## src/rtl/c2h_dsc_byp_sched.sv

```systemverilog
// C2H descriptor-bypass scheduler: issues one bypass descriptor per announced
// packet into a credit-managed ring of host buffers starting at cfg_base_addr.
module c2h_dsc_byp_sched #(
  parameter int          NUM_SLOTS  = 16,
  parameter int          SLOT_SHIFT = 12,
  parameter logic [15:0] DSC_CTL    = 16'h0000,
  parameter int          SLOT_W     = $clog2(NUM_SLOTS)
) (
  input  logic              user_clk,
  input  logic              user_resetn,
  input  logic              enable,
  input  logic [63:0]       cfg_base_addr,
  input  logic              pkt_valid,
  input  logic [27:0]       pkt_len,
  output logic              pkt_ready,
  input  logic              credit_ret_valid,
  input  logic [SLOT_W:0]   credit_ret_cnt,
  output logic [63:0]       dsc_byp_dst_addr,
  output logic [63:0]       dsc_byp_src_addr,
  output logic [27:0]       dsc_byp_len,
  output logic [15:0]       dsc_byp_ctl,
  output logic              dsc_byp_load,
  input  logic              dsc_byp_ready,
  output logic [SLOT_W:0]   credits,
  output logic [SLOT_W-1:0] slot_idx,
  output logic [31:0]       desc_count,
  output logic              err_len,
  output logic              err_credit_ovf
);

  localparam int              SUM_W      = SLOT_W + 3;
  localparam logic [SLOT_W:0] FULL       = (SLOT_W+1)'(NUM_SLOTS);
  localparam logic [28:0]     SLOT_BYTES = 29'(64'(1) << SLOT_SHIFT);

  // Returns {overflow, clamped credit count}.
  function automatic logic [SLOT_W+1:0] sat_credits(input logic [SUM_W-1:0] sum);
    if (sum > SUM_W'(NUM_SLOTS))
      return {1'b1, FULL};
    return {1'b0, sum[SLOT_W:0]};
  endfunction

  typedef enum logic {IDLE, LOAD} state_t;

  state_t           state, state_nxt;
  logic             enable_p1;
  logic             en_rise;
  logic             len_ok;
  logic             issue;
  logic             drop;
  logic             accept;
  logic [63:0]      base_addr;
  logic [SLOT_W:0]  credit_ret;
  logic [SUM_W-1:0] credit_sum;
  logic [SLOT_W:0]  credits_nxt;
  logic             credit_ovf;

  // Issue is blocked on the enable rising-edge cycle so the ring is
  // re-initialised before the first descriptor address is formed.
  assign en_rise    = enable & ~enable_p1;
  assign len_ok     = (pkt_len != '0) && ({1'b0, pkt_len} <= SLOT_BYTES);
  assign credit_ret = credit_ret_valid ? credit_ret_cnt : '0;
  assign credit_sum = SUM_W'(credits) + SUM_W'(credit_ret) - SUM_W'(accept);
  assign {credit_ovf, credits_nxt} = sat_credits(credit_sum);

  always_ff @(posedge user_clk or negedge user_resetn) begin
    if (!user_resetn) state <= IDLE;
    else              state <= state_nxt;
  end

  always_comb begin
    state_nxt = state;
    issue     = 1'b0;
    drop      = 1'b0;
    accept    = 1'b0;
    case (state)
      IDLE: begin
        if (enable && enable_p1 && pkt_valid) begin
          if (!len_ok) begin
            drop = 1'b1;
          end else if (credits != '0) begin
            issue     = 1'b1;
            state_nxt = LOAD;
          end
        end
      end
      LOAD: begin
        if (dsc_byp_load && dsc_byp_ready) begin
          accept    = 1'b1;
          state_nxt = IDLE;
        end
      end
      default: state_nxt = IDLE;
    endcase
  end

  assign pkt_ready        = drop | accept;
  assign err_len          = drop;
  assign dsc_byp_src_addr = '0;
  assign dsc_byp_ctl      = DSC_CTL;

  // Stage p1: descriptor register, ring pointer and credit bookkeeping.
  always_ff @(posedge user_clk or negedge user_resetn) begin
    if (!user_resetn) begin
      enable_p1        <= 1'b0;
      base_addr        <= '0;
      dsc_byp_dst_addr <= '0;
      dsc_byp_len      <= '0;
      dsc_byp_load     <= 1'b0;
      slot_idx         <= '0;
      credits          <= FULL;
      desc_count       <= '0;
      err_credit_ovf   <= 1'b0;
    end else begin
      enable_p1 <= enable;
      if (en_rise)
        base_addr <= cfg_base_addr;
      if (issue) begin
        dsc_byp_dst_addr <= base_addr + (64'(slot_idx) << SLOT_SHIFT);
        dsc_byp_len      <= pkt_len;
        dsc_byp_load     <= 1'b1;
      end
      if (accept) begin
        dsc_byp_load <= 1'b0;
        desc_count   <= desc_count + 32'd1;
      end
      if (en_rise) begin
        slot_idx       <= '0;
        credits        <= FULL;
        err_credit_ovf <= 1'b0;
      end else begin
        if (accept)
          slot_idx <= slot_idx + 1'b1;
        credits <= credits_nxt;
        if (credit_ovf)
          err_credit_ovf <= 1'b1;
      end
    end
  end

endmodule

```

## config.mk

```make
export PLATFORM = sky130hd
export DESIGN_NAME = c2h_dsc_byp_sched
export DESIGN_NICKNAME = d
export VERILOG_FILES = /design/src/rtl/c2h_dsc_byp_sched.sv
export SDC_FILE = /design/constraint.sdc
export NUM_CORES = 1
export LEC_CHECK = 0
export BUFFER_PORTS_ARGS = -buffer_cell sky130_fd_sc_hd__buf_2
export CORE_UTILIZATION = 45
export CTS_CLUSTER_SIZE = 16
export DETAILED_ROUTE_END_ITERATION = 10
export GPL_TIMING_DRIVEN = 0
export PLACE_DENSITY_LB_ADDON = 0.25
export SLEW_MARGIN = 20
export SYNTH_ARGS = -nofsm -noshare
export SYNTH_HDL_FRONTEND = slang
export SYNTH_SLANG_ARGS = --single-unit
```

## constraint.sdc

```tcl
create_clock -name user_clk -period 2.5 [get_ports user_clk]
set_input_delay 0.25 -clock user_clk [delete_from_list [all_inputs] [get_ports user_clk]]
set_output_delay 0.25 -clock user_clk [all_outputs]
set_load 0.02 [all_outputs]
```

==> metrics.txt, run 1 <==
clk buf depth 3; Post-DP HPWL 18,400 um; Top FF cell, synth dfrtp_1; final hold viol count 0; slew margin rel. 0.521; drc violations 0; DR pass1 iterations 5; CTS tree yes; worst r2r src slot_idx[0]$_DFFE_PN0P_; crit path capture type flip-flop; unrepaired setup endpoints after global routing true; min-delay src pkt_len[6]; row cnt 53; Clock Latency Late Sink 0.50 ns; status finished, violations left; vias per inst 5.02; Yosys reg bits 201; Switch Pwr 2.34 mW; CP max stage cell or4_4; Worst-Margin Slew 0.714 ns; area grow syn2layout 37.8%; Initial DRC Count 249; Num CTS Buffers 23; worst hold stages 2; grt ovf 0; Synth async-reset ratio 1.00; Clk pwr share 0.393; Clock Tree Root clkbuf_16; crit path DAT 2.95 ns; Seq pwr share 0.423; WL final 26,500 um; Pleak 6.89 nW; Post-Syn Instances 884; Final Critical Period 2.53 ns; top-count cell post-synth dfrtp_1; register area share after synthesis 0.507; Worst-path clk slew 0.06 ns; Starting Density 0.465; yosys warns 0; internal reg-to-reg setup slack -0.03 ns; WS Path Type flip-flop to flip-flop; number of global-route vias before repair 7,911; largest net degree at the start of global routing 86; die width 151 um; design area 13,700 um^2; Antenna Cells 0; switching share of power 0.271; fin util 0.641; crit path cell chain ha_4 > inv_2 > fa_2 > nand2b_4 > a211o_4 > or4_4 > or3_1 > a31oi_1; Placed Area 11,900 um^2; FF-to-FF End dsc_byp_dst_addr[54]$_DFFE_PN0P_; gpl congestion 0.819; Internal 6.30 mW; HP Class primary input to flip-flop; worst hold endpoint dsc_byp_len[6]$_DFFE_PN0P_; Die H 151 um; critical path launch point type flip-flop; dpl ws -0.662 ns; CP max stage delay 0.48 ns; synth cell count leaders 200 x dfrtp_1, 96 x mux2_2, 80 x buf_4; number of synthesized flops with an enable pin 0; crit share post-route 1.01; Yosys cell types 56; CP Data Required Time 2.92 ns; pwr dens 631 nW/um^2; Ports 320; Layout Skew 0.0110 ns; fin worst setup slack -0.0284 ns; failing checks negative setup slack; syn_area_per_cell 11.2 um^2; top cell type by total area after synthesis dfrtp_1; first-pass GRT wire length 41,000 um; total of max-cap violations 0; Logic pwr share 0.184; Max Freq 396 MHz; Vias 8,090; synth top area cells dfrtp_1 50%, mux2_2 11%, buf_4 6.0%; Final Max Slew Viols 0; number of port buffers 239; Worst Path Max Fanout 5; maximum vdd drop 0.528 mV; area of the mapped netlist 9930 um^2; H-tree depth 1; worst reg2reg path depth 8; Largest delay share family, worst path simple AND/OR/NAND/NOR gates; Clock Sinks 201; Final setup viols 1; total core area 21,400 um^2; Final Power 8.64 mW; layout cells sized above 1 0.402; GRT Total Usage 0.232; Synth top area share 0.504; die area 22,700 um^2; post-DR wirelength/cell 16.4 um; CP bufs+invs 1; Post-DRT Antenna Nets 0; fin nets 1,443; initial antenna violation count 0
## layout by cell type, fill, tap and decap left out, drive strengths merged, types with 3 or more instances in the layout
cell type / instances
a211o: 3
mux2: 99
or2: 3
conb: 80
nor3: 13
a21oi: 19
nand4: 21
and4: 9
nand2: 50
o31ai: 6
xor2: 14
and2: 18
clkinv: 3
clkbuf: 56
o21ai: 62
nand2b: 3
ha: 15
nor4: 19
or3: 13
nor2: 23
dlygate4sd3: 75
buf: 352
o21a: 3
nand3: 36
inv: 23
dfrtp: 200
a21o: 4
a31oi: 16
and3: 14
nor2b: 4
or4: 11
xnor2: 55
## worst max path at each step
stage	startpoint	endpoint	slack [ns]	depth (start not counted)
floorplan	slot_idx[0]$_DFFE_PN0P_	dsc_byp_dst_addr[62]$_DFFE_PN0P_	-0.16	10
global placement	user_resetn	slot_idx[0]$_DFFE_PN0P_	-2.70	1
detailed placement	pkt_len[2]	dsc_byp_dst_addr[44]$_DFFE_PN0P_	-0.66	8
CTS	slot_idx[0]$_DFFE_PN0P_	dsc_byp_dst_addr[62]$_DFFE_PN0P_	-0.06	9
global route	slot_idx[0]$_DFFE_PN0P_	dsc_byp_dst_addr[54]$_DFFE_PN0P_	-0.12	8
finish	slot_idx[0]$_DFFE_PN0P_	dsc_byp_dst_addr[54]$_DFFE_PN0P_	-0.03	8
## cell type report
cell class	instances	area, um^2
clock inverters	6	82.6
multi-input cells	625	4460
well taps	275	344
clock buffers	34	677
inverters	23	86.3
flip-flops and latches	201	5030
repair buffers	338	2190
plain buffers	111	808
fillers	1726	7670
## registers in the layout (all words and copies together), names as in the netlist
register,flops
base_addr,64
credits,5
desc_count,32
dsc_byp_dst_addr,64
dsc_byp_len,28
dsc_byp_load,1
enable_p1,1
err_credit_ovf,1
slot_idx,4
state,1
## kinds of logic (layout without fill, tap and decap cells)
logic type / Yosys count / after routing / share of synthesized area
AOI/OAI and AO/OA: 121 / 121 / 0.0708
xor gates and xnor gates: 69 / 69 / 0.0609
adders and majority gates: 17 / 17 / 0.0229
buffers and inverters: 138 / 512 / 0.0910
DFF: 201 / 201 / 0.507
muxes: 99 / 99 / 0.112
other: 1 / 80 / 0.000378
and+or+nand+nor: 238 / 239 / 0.135
## power by group through the flow
stage,clock (mW),sequential [mW],combinational (mW)
2_1_floorplan,0,3.69,0.946
3_3_place_gp,0,3.70,1.30
3_5_place_dp,0,3.70,1.34
4_1_cts,3.46,3.65,1.49
5_1_grt,3.60,3.68,1.76
6_report,3.40,3.65,1.59
## routing by layer
| layer | global-route usage | vias to the layer above | wire length (um) |
|---|---|---|---|
| met5 | 0 | - | 0 |
| met4 | 0.0712 | 0 | 617 |
| met3 | 0.0461 | 41 | 1900 |
| met2 | 0.383 | 277 | 12600 |
| met1 | 0.305 | 3923 | 11400 |
| li1 | - | 3849 | - |
## repair_timing
| item | CTS | global route |
|---|---|---|
| cloned | 0 | 1 |
| endpoints found under the setup margin | 81 | 98 |
| setup buffers | 9 | 13 |
| hold buffers | 74 | 1 |
| gates resized for setup | 13 | 19 |
| pin swaps | 5 | 4 |
| hold endpoints to repair | 127 | 1 |
## through the flow
stage,TNS [ns],hold WS [ns],cells
finish,-0.0284,0.0185,1613
global route,-0.384,0.00740,1613
CTS,-0.107,0.000412,1600
detailed placement,-35.33,0.210,1479
global placement,-493.31,0.418,1477
floorplan,-0.631,-0.0456,963
(Power assumes the default switching activity.)
==> run 2, diff against run 1 <==
--- a/config.mk
+++ b/config.mk
@@ -6,7 +6,7 @@
 export NUM_CORES = 1
 export LEC_CHECK = 0
 export BUFFER_PORTS_ARGS = -buffer_cell sky130_fd_sc_hd__buf_2
-export CORE_UTILIZATION = 45
+export CORE_UTILIZATION = 46
 export CTS_CLUSTER_SIZE = 16
 export DETAILED_ROUTE_END_ITERATION = 10
 export GPL_TIMING_DRIVEN = 0
==> run 2 against run 1 <==
Compared with the run above: the flow now finishes without violations; non-clock buffer count rose by 5; cell count rose by 0.37%; sequential share of layout area fell by 0.27 points; combinational power fell by 3%; critical path depth rose by 1; via count fell by 0.51%; clock-buffer cell count fell by 4; hold slack improved by 0.0031 ns; clock power barely moved.
==> metrics.txt, run 2 (same netlist as run 1, synthesis figures left out) <==
Final Critical Period 2.48 ns; internal reg-to-reg setup slack 0.02 ns; die width 149 um; Initial DRC Count 324; area grow syn2layout 38.9%; Worst Path Max Fanout 4; Worst-Margin Slew 0.671 ns; DR pass1 iterations 4; crit path capture type flip-flop; fin util 0.654; die area 22,200 um^2; crit path cell chain ha_4 > inv_2 > fa_2 > nand2b_4 > a211o_4 > buf_6 > or4_4 > o21ai_1 > a31oi_1; Post-DP HPWL 17,700 um; post-DR wirelength/cell 15.7 um; Clock Tree Root clkbuf_16; drc violations 0; setup TNS 0 ns; layout cells sized above 1 0.413; WL final 25,400 um; total of max-cap violations 0; Max Freq 404 MHz; CP max stage cell or4_4; crit path DAT 2.85 ns; H-tree depth 1; worst hold stages 2; Clock Sinks 201; gpl congestion 0.820; initial antenna violation count 0; pwr dens 625 nW/um^2; clk buf depth 3; number of global-route vias before repair 7,737; Die H 149 um; grt ovf 0; Antenna Cells 0; number of port buffers 239; WS Path Type flip-flop to flip-flop; crit share post-route 0.990; maximum vdd drop 0.525 mV; fin nets 1,448; CP Data Required Time 2.87 ns; Final Max Slew Viols 0; CTS tree yes; HP Class primary input to flip-flop; worst r2r src base_addr[12]$_DFFE_PN0P_; row cnt 53; Post-DRT Antenna Nets 0; critical path launch point type flip-flop; unrepaired setup endpoints after global routing true; Starting Density 0.471; first-pass GRT wire length 39,800 um; GRT Total Usage 0.227; FF-to-FF End dsc_byp_dst_addr[62]$_DFFE_PN0P_; status complete, no violations; Num CTS Buffers 23; Final setup viols 0; vias per inst 4.97; largest net degree at the start of global routing 98; Clock Latency Late Sink 0.49 ns; total core area 21,100 um^2; Layout Skew 0.00566 ns; worst reg2reg path depth 9; final hold viol count 0; commonest non-fill, non-tap cell in the layout buf_2; Vias 8,049; biggest regs base_addr (64), dsc_byp_dst_addr (64), desc_count (32); CP max stage delay 0.56 ns; min-delay src cfg_base_addr[54]; commonest non-fill, non-tap cells in the layout 240 x buf_2, 195 x dfrtp_1, 107 x buf_4; Ports 320; slew margin rel. 0.549; worst hold endpoint base_addr[54]$_DFFE_PN0P_; Pleak 6.95 nW; Worst-path clk slew 0.06 ns
==> run 2: cell count changes in the layout (fill, tap and decap cells not counted), moves of 2 or more <==
cell,delta
buf_4,+4
clkbuf_8,-2
clkinv_2,+4
dfrtp_1,-2
dfrtp_2,+2
nor4_1,-5
nor4_2,+3
nor4_4,+2
o21ai_0,-5
o21ai_1,+3
o21ai_2,+2
==> run 2: final cells by class <==
cell class                 instances  area [um^2]
buffer                           111          805
clock buffer                      30          642
clock inverter                    11          133
fill                            1730         7300
inverter                          23         86.3
multi-input combinational        625         4510
sequential                       201         5040
tap                              275          344
timing repair buffer             343         2230
==> run 2: repair_timing <==
action | 4_1_cts | 5_1_grt
cloned | 1 | 0
setup buffers | 13 | 16
setup endpoints to repair | 84 | 71
hold buffers | 74 | 0
pin swaps | 16 | 16
endpoints found under the hold margin | 211 | 0
gates resized for setup | 19 | 27
==> run 2: stage by stage <==
stage	power [mW]	worst slack [ns]	instances	area (um^2)	hold slack, ns
floorplan	4.64	-0.156	963	10300	-0.0456
global placement	4.99	-2.63	1477	11800	0.415
detailed placement	5.04	-0.698	1479	11900	0.116
CTS	8.60	-0.151	1605	13600	0.00529
global route	9.01	-0.0869	1619	13800	0.00299
finish	8.61	0.0238	1619	13800	0.0216
==> run 2: how the worst max path moves through the flow <==
stage,end,cells past startpoint,start,slack (ns)
2_1_floorplan,dsc_byp_dst_addr[62]$_DFFE_PN0P_,10,slot_idx[0]$_DFFE_PN0P_,-0.16
3_3_place_gp,slot_idx[0]$_DFFE_PN0P_,1,user_resetn,-2.63
3_5_place_dp,dsc_byp_dst_addr[11]$_DFFE_PN0P_,8,pkt_len[2],-0.70
4_1_cts,dsc_byp_dst_addr[62]$_DFFE_PN0P_,9,slot_idx[0]$_DFFE_PN0P_,-0.15
5_1_grt,dsc_byp_dst_addr[62]$_DFFE_PN0P_,9,base_addr[12]$_DFFE_PN0P_,-0.09
6_report,dsc_byp_dst_addr[62]$_DFFE_PN0P_,9,base_addr[12]$_DFFE_PN0P_,0.02
==> run 2: where the power goes <==
| group | switching [mW] | internal (mW) |
|---|---|---|
| Combinational | 0.784 | 0.770 |
| Clock | 1.29 | 2.11 |
| Sequential | 0.207 | 3.45 |
| Total | 2.28 | 6.33 |
==> run 2: critical path, delay by kind of cell, from the launching register on <==
kind | cells | cell delay [ns]
AOI/OAI and AO/OA | 3 | 0.59
buffers and inverters | 2 | 0.16
and+or+nand+nor | 2 | 0.72
adders and majority gates | 2 | 0.49
DFF | 1 | 0.39
==> run 2: routing by layer <==
metal	vias to the layer above	GRT usage	wire length, um
met5	-	0	0
met4	0	0.0638	626
met3	44	0.0489	1720
met2	258	0.370	12000
met1	3885	0.304	11000
li1	3862	-	-
